==> src/rtl/round_controller.sv <==
// Mastermind round sequencer: turns touch events into guess edits and submits,
// handshakes with the peg scorer, holds the result, then steps rows until win or loss.
module round_controller #(
    parameter int ROWS        = 8,
    parameter int TOUCH_GAP   = 15000000,
    parameter int HOLD_CYCLES = 25000000
) (
    input  logic        clock,
    input  logic        reset,
    input  logic        touch_valid,
    input  logic [2:0]  touch_col,
    input  logic        score_ack,
    input  logic [2:0]  score_black,
    input  logic [2:0]  score_white,
    output logic        score_req,
    output logic [11:0] guess,
    output logic [2:0]  row,
    output logic [2:0]  black_pegs,
    output logic [2:0]  white_pegs,
    output logic        next_round,
    output logic        game_won,
    output logic        game_lost,
    output logic [7:0]  col_led
);

    localparam int GAP_W  = (TOUCH_GAP < 1) ? 1 : $clog2(TOUCH_GAP + 1);
    localparam int HOLD_W = (HOLD_CYCLES < 2) ? 1 : $clog2(HOLD_CYCLES + 1);

    localparam logic [GAP_W-1:0]  GAP_LOAD  = GAP_W'(TOUCH_GAP);
    localparam logic [HOLD_W-1:0] HOLD_LOAD = HOLD_W'(HOLD_CYCLES - 1);
    localparam logic [2:0]        ROW_TOP   = 3'(ROWS - 1);

    typedef enum logic [2:0] {
        ST_EDIT  = 3'd0,
        ST_SCORE = 3'd1,
        ST_HOLD  = 3'd2,
        ST_WON   = 3'd3,
        ST_LOST  = 3'd4
    } state_t;

    state_t             state_q, state_d;
    logic [2:0]         row_q, row_d;
    logic [11:0]        guess_q, guess_d;
    logic [2:0]         black_q, black_d;
    logic [2:0]         white_q, white_d;
    logic [7:0]         col_led_q, col_led_d;
    logic [GAP_W-1:0]   gap_q, gap_d;
    logic [HOLD_W-1:0]  hold_q, hold_d;
    logic               score_req_q, score_req_d;
    logic               next_round_q, next_round_d;
    logic               game_won_q, game_won_d;
    logic               game_lost_q, game_lost_d;

    logic               touch_ok_s;
    logic [2:0]         blk_s;
    logic [2:0]         wht_lim_s;
    logic [2:0]         wht_s;

    // Colour cycle 1..6; an empty field starts at 1.
    function automatic logic [2:0] next_colour(input logic [2:0] f);
        if ((f == 3'd0) || (f >= 3'd6)) begin
            return 3'd1;
        end else begin
            return f + 3'd1;
        end
    endfunction

    function automatic logic all_set(input logic [11:0] g);
        return (g[2:0] != 3'd0) && (g[5:3] != 3'd0) &&
               (g[8:6] != 3'd0) && (g[11:9] != 3'd0);
    endfunction

    assign touch_ok_s = touch_valid && (gap_q == '0) && (touch_col <= 3'd4);
    assign blk_s      = (score_black > 3'd4) ? 3'd4 : score_black;
    assign wht_lim_s  = 3'd4 - blk_s;
    assign wht_s      = (score_white > wht_lim_s) ? wht_lim_s : score_white;

    // Next-state and next-output computation for the round FSM.
    always_comb begin
        state_d      = state_q;
        row_d        = row_q;
        guess_d      = guess_q;
        black_d      = black_q;
        white_d      = white_q;
        col_led_d    = col_led_q;
        hold_d       = hold_q;
        score_req_d  = score_req_q;
        next_round_d = next_round_q;
        game_won_d   = game_won_q;
        game_lost_d  = game_lost_q;
        if (gap_q != '0) begin
            gap_d = gap_q - GAP_W'(1);
        end else begin
            gap_d = '0;
        end

        case (state_q)
            ST_EDIT: begin
                if (touch_ok_s && (touch_col != 3'd4)) begin
                    guess_d[3*touch_col[1:0] +: 3] = next_colour(guess_q[3*touch_col[1:0] +: 3]);
                    col_led_d = 8'd1 << touch_col[1:0];
                    gap_d     = GAP_LOAD;
                end else if (touch_ok_s && all_set(guess_q)) begin
                    state_d     = ST_SCORE;
                    score_req_d = 1'b1;
                    gap_d       = GAP_LOAD;
                end else begin
                    state_d = ST_EDIT;
                end
            end
            ST_SCORE: begin
                if (score_ack) begin
                    black_d     = blk_s;
                    white_d     = wht_s;
                    score_req_d = 1'b0;
                    if (blk_s == 3'd4) begin
                        state_d    = ST_WON;
                        game_won_d = 1'b1;
                        col_led_d  = 8'hFF;
                    end else if (row_q == 3'd0) begin
                        state_d     = ST_LOST;
                        game_lost_d = 1'b1;
                        col_led_d   = 8'h0F;
                    end else begin
                        state_d      = ST_HOLD;
                        next_round_d = 1'b1;
                        col_led_d    = 8'h0F;
                        hold_d       = HOLD_LOAD;
                    end
                end else begin
                    state_d = ST_SCORE;
                end
            end
            ST_HOLD: begin
                // Row only decrements from here, and HOLD is only entered with row > 0.
                if (hold_q == '0) begin
                    state_d      = ST_EDIT;
                    row_d        = row_q - 3'd1;
                    guess_d      = 12'd0;
                    black_d      = 3'd0;
                    white_d      = 3'd0;
                    gap_d        = '0;
                    next_round_d = 1'b0;
                    col_led_d    = 8'h00;
                end else begin
                    hold_d = hold_q - HOLD_W'(1);
                end
            end
            ST_WON: begin
                state_d = ST_WON;
            end
            ST_LOST: begin
                state_d = ST_LOST;
            end
            default: begin
                state_d = ST_EDIT;
            end
        endcase
    end

    // State and output registers.
    always_ff @(posedge clock or negedge reset) begin
        if (!reset) begin
            state_q      <= ST_EDIT;
            row_q        <= ROW_TOP;
            guess_q      <= 12'd0;
            black_q      <= 3'd0;
            white_q      <= 3'd0;
            col_led_q    <= 8'h00;
            gap_q        <= '0;
            hold_q       <= '0;
            score_req_q  <= 1'b0;
            next_round_q <= 1'b0;
            game_won_q   <= 1'b0;
            game_lost_q  <= 1'b0;
        end else begin
            state_q      <= state_d;
            row_q        <= row_d;
            guess_q      <= guess_d;
            black_q      <= black_d;
            white_q      <= white_d;
            col_led_q    <= col_led_d;
            gap_q        <= gap_d;
            hold_q       <= hold_d;
            score_req_q  <= score_req_d;
            next_round_q <= next_round_d;
            game_won_q   <= game_won_d;
            game_lost_q  <= game_lost_d;
        end
    end

    assign score_req  = score_req_q;
    assign guess      = guess_q;
    assign row        = row_q;
    assign black_pegs = black_q;
    assign white_pegs = white_q;
    assign next_round = next_round_q;
    assign game_won   = game_won_q;
    assign game_lost  = game_lost_q;
    assign col_led    = col_led_q;

endmodule

==> config.mk <==
export PLATFORM = sky130hd
export DESIGN_NAME = round_controller
export DESIGN_NICKNAME = d
export VERILOG_FILES = /design/src/rtl/round_controller.sv
export SDC_FILE = /design/constraint.sdc
export NUM_CORES = 1
export LEC_CHECK = 0
export ABC_AREA = 1
export BUFFER_PORTS_ARGS = -buffer_cell sky130_fd_sc_hd__buf_2
export CORE_MARGIN = 5
export CORE_UTILIZATION = 55
export CTS_CLUSTER_DIAMETER = 100
export DETAILED_ROUTE_END_ITERATION = 6
export GPL_TIMING_DRIVEN = 0
export PLACE_DENSITY = 0.84
export SLEW_MARGIN = 0
export SYNTH_ARGS = -nofsm -noshare
export SYNTH_HDL_FRONTEND = slang
export SYNTH_SLANG_ARGS = --single-unit
==> constraint.sdc <==
create_clock -name clock -period 3.2 [get_ports clock]
set_clock_uncertainty 0.1 [all_clocks]
set_input_delay 0 -clock clock [delete_from_list [all_inputs] [get_ports clock]]
set_output_delay 0 -clock clock [all_outputs]
set_load 0.03 [all_outputs]
==> parameters.txt <==
Parameter                              Value

Timing
  Highest Clock Rate    373.8 MHz
  Pins Over Slew Limit    0
  Number of failing hold endpoints at the final stage    0
  Share of the clock period used by the worst path    0.8360
  Worst Tran Pin Value    0.7559 ns
  Unrepaired setup endpoints after global routing    false
  Worst slew slack as a fraction of its limit    0.4944
  Post-layout minimum cycle time    2.675 ns
  Final setup viols    0
  Final TNS setup    0 ns

Finish
  Leading cell type in the layout, fill and taps excluded    nand2_1
  Footprint of the flip-flops and latches    0.002056 mm^2
  Synth-to-Final Area Change    14.08%
  Highest-count cells in the layout ignoring fill and taps    nand2_1 (198), nor2_1 (106), dfrtp_1 (79)
  Layout cell share with drive strength beyond 1    0.1680
  Combined area of the multi-input logic cells    0.002688 mm^2
  Final design utilization    0.6403
  Final nets    787
  Antenna diodes    0
  Final non-filler cell total    873
  Filler instances    747

Clocking
  Deepest clock path buffer count    2
  TritonCTS sink count    82
  Clk pin slew, worst setup/hold paths    0.10 ns
  Setup bufs post-CTS    0
  Inserted Clock Buffers    9
  Latest clock arrival within the worst-skew pair    0.37 ns
  H-tree levels    3
  Buffer type at the clock tree root    clkbuf_8
  CTS tree    built

Power
  Logic pwr share    0.070
  Maximum vdd drop    0.2401 mV
  Switching power summed over all nets    0.4968 mW
  Relative contribution of the clock network to total power    0.417
  PD cells    346.1 mW/mm^2
  Static leakage    2.923 nW
  Cell internal power dissipation    1.532 mW
  Relative contribution of sequential cells to total power    0.513
  Net switching fraction of the power    0.2449

GRT
  Vias in the first global route    4589
  Largest net degree at the start of global routing    67
  First-pass GRT wire length    20950 um
  Number of antenna violations at the first check in global routing    0
  Grt ovf    0
  GRT Resource Usage Total    0.2240

Worst setup path
  Delay-heaviest family, CP    compound AO/OA/AOI/OAI gates
  Critical Path AT    2.83 ns
  Critical setup path kind    input port to flop
  Worst R2R Setup Slack    1.00 ns
  Kind of end point of the critical path    flop
  Worst Path Required    3.36 ns
  Reg-to-reg critical path endpoint    hold_q[18]
  Number of buffer and inverter stages on the critical path    3
  Worst Setup Start Kind    input port
  Peak per-stage delay on the critical path    0.54 ns
  Critical path fanouts, max    6
  Worst reg2reg path depth    10
  Reg-to-Reg Start    hold_q[0]
  Cell seen most often among critical-path stages    ha_1
  CP max-delay cell    dlygate4sd3_1
  Cells along the critical path    dlygate4sd3_1 -> buf_2 -> o21ai_0 -> nand2_1 -> ha_1 -> ha_1 -> inv_1 -> ha_1 -> and3_1 -> a21oi_1 -> nand2_1 -> o211ai_1 -> o21ai_0

Die
  Chip width    106.6 um
  Core region area    0.009153 mm^2
  Number of primary I/O pins    46
  Effective utilization at floorplan    0.5613
  DIE HEIGHT    106.6 um
  Die Outline Area    0.01137 mm^2
  Number of placement rows    35

Synth
  Post-synthesis cell area    0.005137 mm^2
  Library cell with the largest summed area after synthesis    dfrtp_1
  Post-Synthesis Mean Instance Area    7.456 um^2
  Cell count after synthesis    689
  FFs w/ async S/R, synth    1.000
  Number of storage elements in the synthesis netlist    82
  Number of enable flip-flop cells after synthesis    0
  Seq/Total Area, Yosys    0.4001
  Area share of the largest cell type after synthesis    0.3848
  Top FF cell, synth    dfrtp_1
  Ys Warns    0
  Number of distinct library cells after synthesis    40
  Total nets after synthesis    719
  Top cells by area, synth    dfrtp_1 (38%), nand2_1 (14%), nor2_1 (7.7%)

Hold path
  Hold-critical path depth    5
  Endpoint, Worst Hold    state_q[0]
  Critical hold path startpoint    touch_col[2]
  Type of the worst min-delay path    input port to flop

Placed design
  Routability cong.    0.9247
  Detail Placement HPWL    9171 um
  Placed Instances    846
  Count of input and output buffers    45

Route
  Total number of vias    4755
  Number of DRC violations after detailed-routing iteration 0    284
  Iteration count of the initial detailed-routing pass    6
  Via density per instance    5.447
  Routed len/inst    14.13 um
  Detailed-route wire length    12330 um
  Remaining number of nets flagged by the antenna check after routing    0
  # DRC    0

Flow run
  Max-capacitance violation count    0

Status
  Outcome    completed
## stage by stage
| stage | area (um^2) | setup WS, ns | hold WS, ns | power, mW |
|---|---|---|---|---|
| after floorplan | 5137 | 1.167 | -0.3956 | 1.132 |
| after global placement | 5502 | 0.9236 | 0.1501 | 1.178 |
| after detailed placement | 5532 | 0.8021 | -0.2072 | 1.190 |
| after CTS | 5861 | 0.6378 | 0.04312 | 2.032 |
| after global routing | 5861 | 0.3101 | 0.08005 | 2.095 |
| final | 5861 | 0.5247 | 0.06576 | 2.028 |
## flip-flops by register name (all words and copies together), names as in the netlist
name,cells
hold_q,25
next_round,1
white_pegs,3
game_lost,1
score_req,1
guess,12
black_pegs,3
col_led,5
state_q,3
gap_q,24
row,3
game_won,1
## power groups by stage
| stage | Clock, mW | Sequential [mW] | Combinational (mW) |
|---|---|---|---|
| after floorplan | 0 | 1.06 | 0.0695 |
| after global placement | 0 | 1.06 | 0.117 |
| after detailed placement | 0 | 1.06 | 0.129 |
| after CTS | 0.851 | 1.04 | 0.141 |
| after global routing | 0.895 | 1.04 | 0.160 |
| final | 0.847 | 1.04 | 0.142 |
## worst min-delay path, cell delays in order
cell and delay (ns):
buf_2 0.08, inv_1 0.06, nand4_2 0.15, nand2_1 0.07, a21oi_1 0.11
## synthesized netlist by cell type, drive strengths merged, types with 9 or more instances
master / instances
a21oi: 14
buf: 13
dfrtp: 79
ha: 17
inv: 74
nand2: 203
nand3: 49
nand4: 10
nor2: 114
o21ai: 50
xnor2: 9
xor2: 27
## worst max path at each step
stage                                to  cells after the start      startpoint  slack (ns)
after floorplan           white_pegs[0]                     11  score_black[0]        1.17
after global placement    white_pegs[2]                     12  score_black[0]        0.92
after detailed placement  white_pegs[1]                     12  score_black[0]        0.80
after CTS                 white_pegs[1]                     13  score_black[0]        0.64
after global routing      white_pegs[2]                     13  score_black[0]        0.31
final                     white_pegs[1]                     13  score_black[0]        0.52
## what timing repair did
item,4_1_cts,5_1_grt
resized for setup,0,0
hold buffers,11,0
hold endpoints to repair,88,0
## logic make-up after synthesis
family / count (synthesis) / synth area share
AOI/OAI and AO/OA: 73 / 0.09572
xor gates and xnor gates: 36 / 0.06138
adders and majority gates: 17 / 0.04140
buffers and inverters: 90 / 0.07672
DFF: 82 / 0.4001
and+or+nand+nor: 391 / 0.3246
## per-layer routing
layer  global-route usage  vias to the layer above  share of wire
met1               0.2993                     2222           0.44
met2               0.3728                      185           0.48
met4              0.07854                        0          0.025
met3              0.03311                       34          0.057
li1                     -                     2314              -
met5                    0                        -              0
## area by class of cell
cell class,instances,area share
Multi-Input combinational cell,517,0.4586
Sequential cell,82,0.3508
Timing Repair Buffer,57,0.06234
Inverter,75,0.04846
Tap cell,111,0.02370
Clock buffer,10,0.02178
Buffer,15,0.01879
Clock inverter,6,0.01558
No activity file was read; power rests on OpenSTA's default activity.
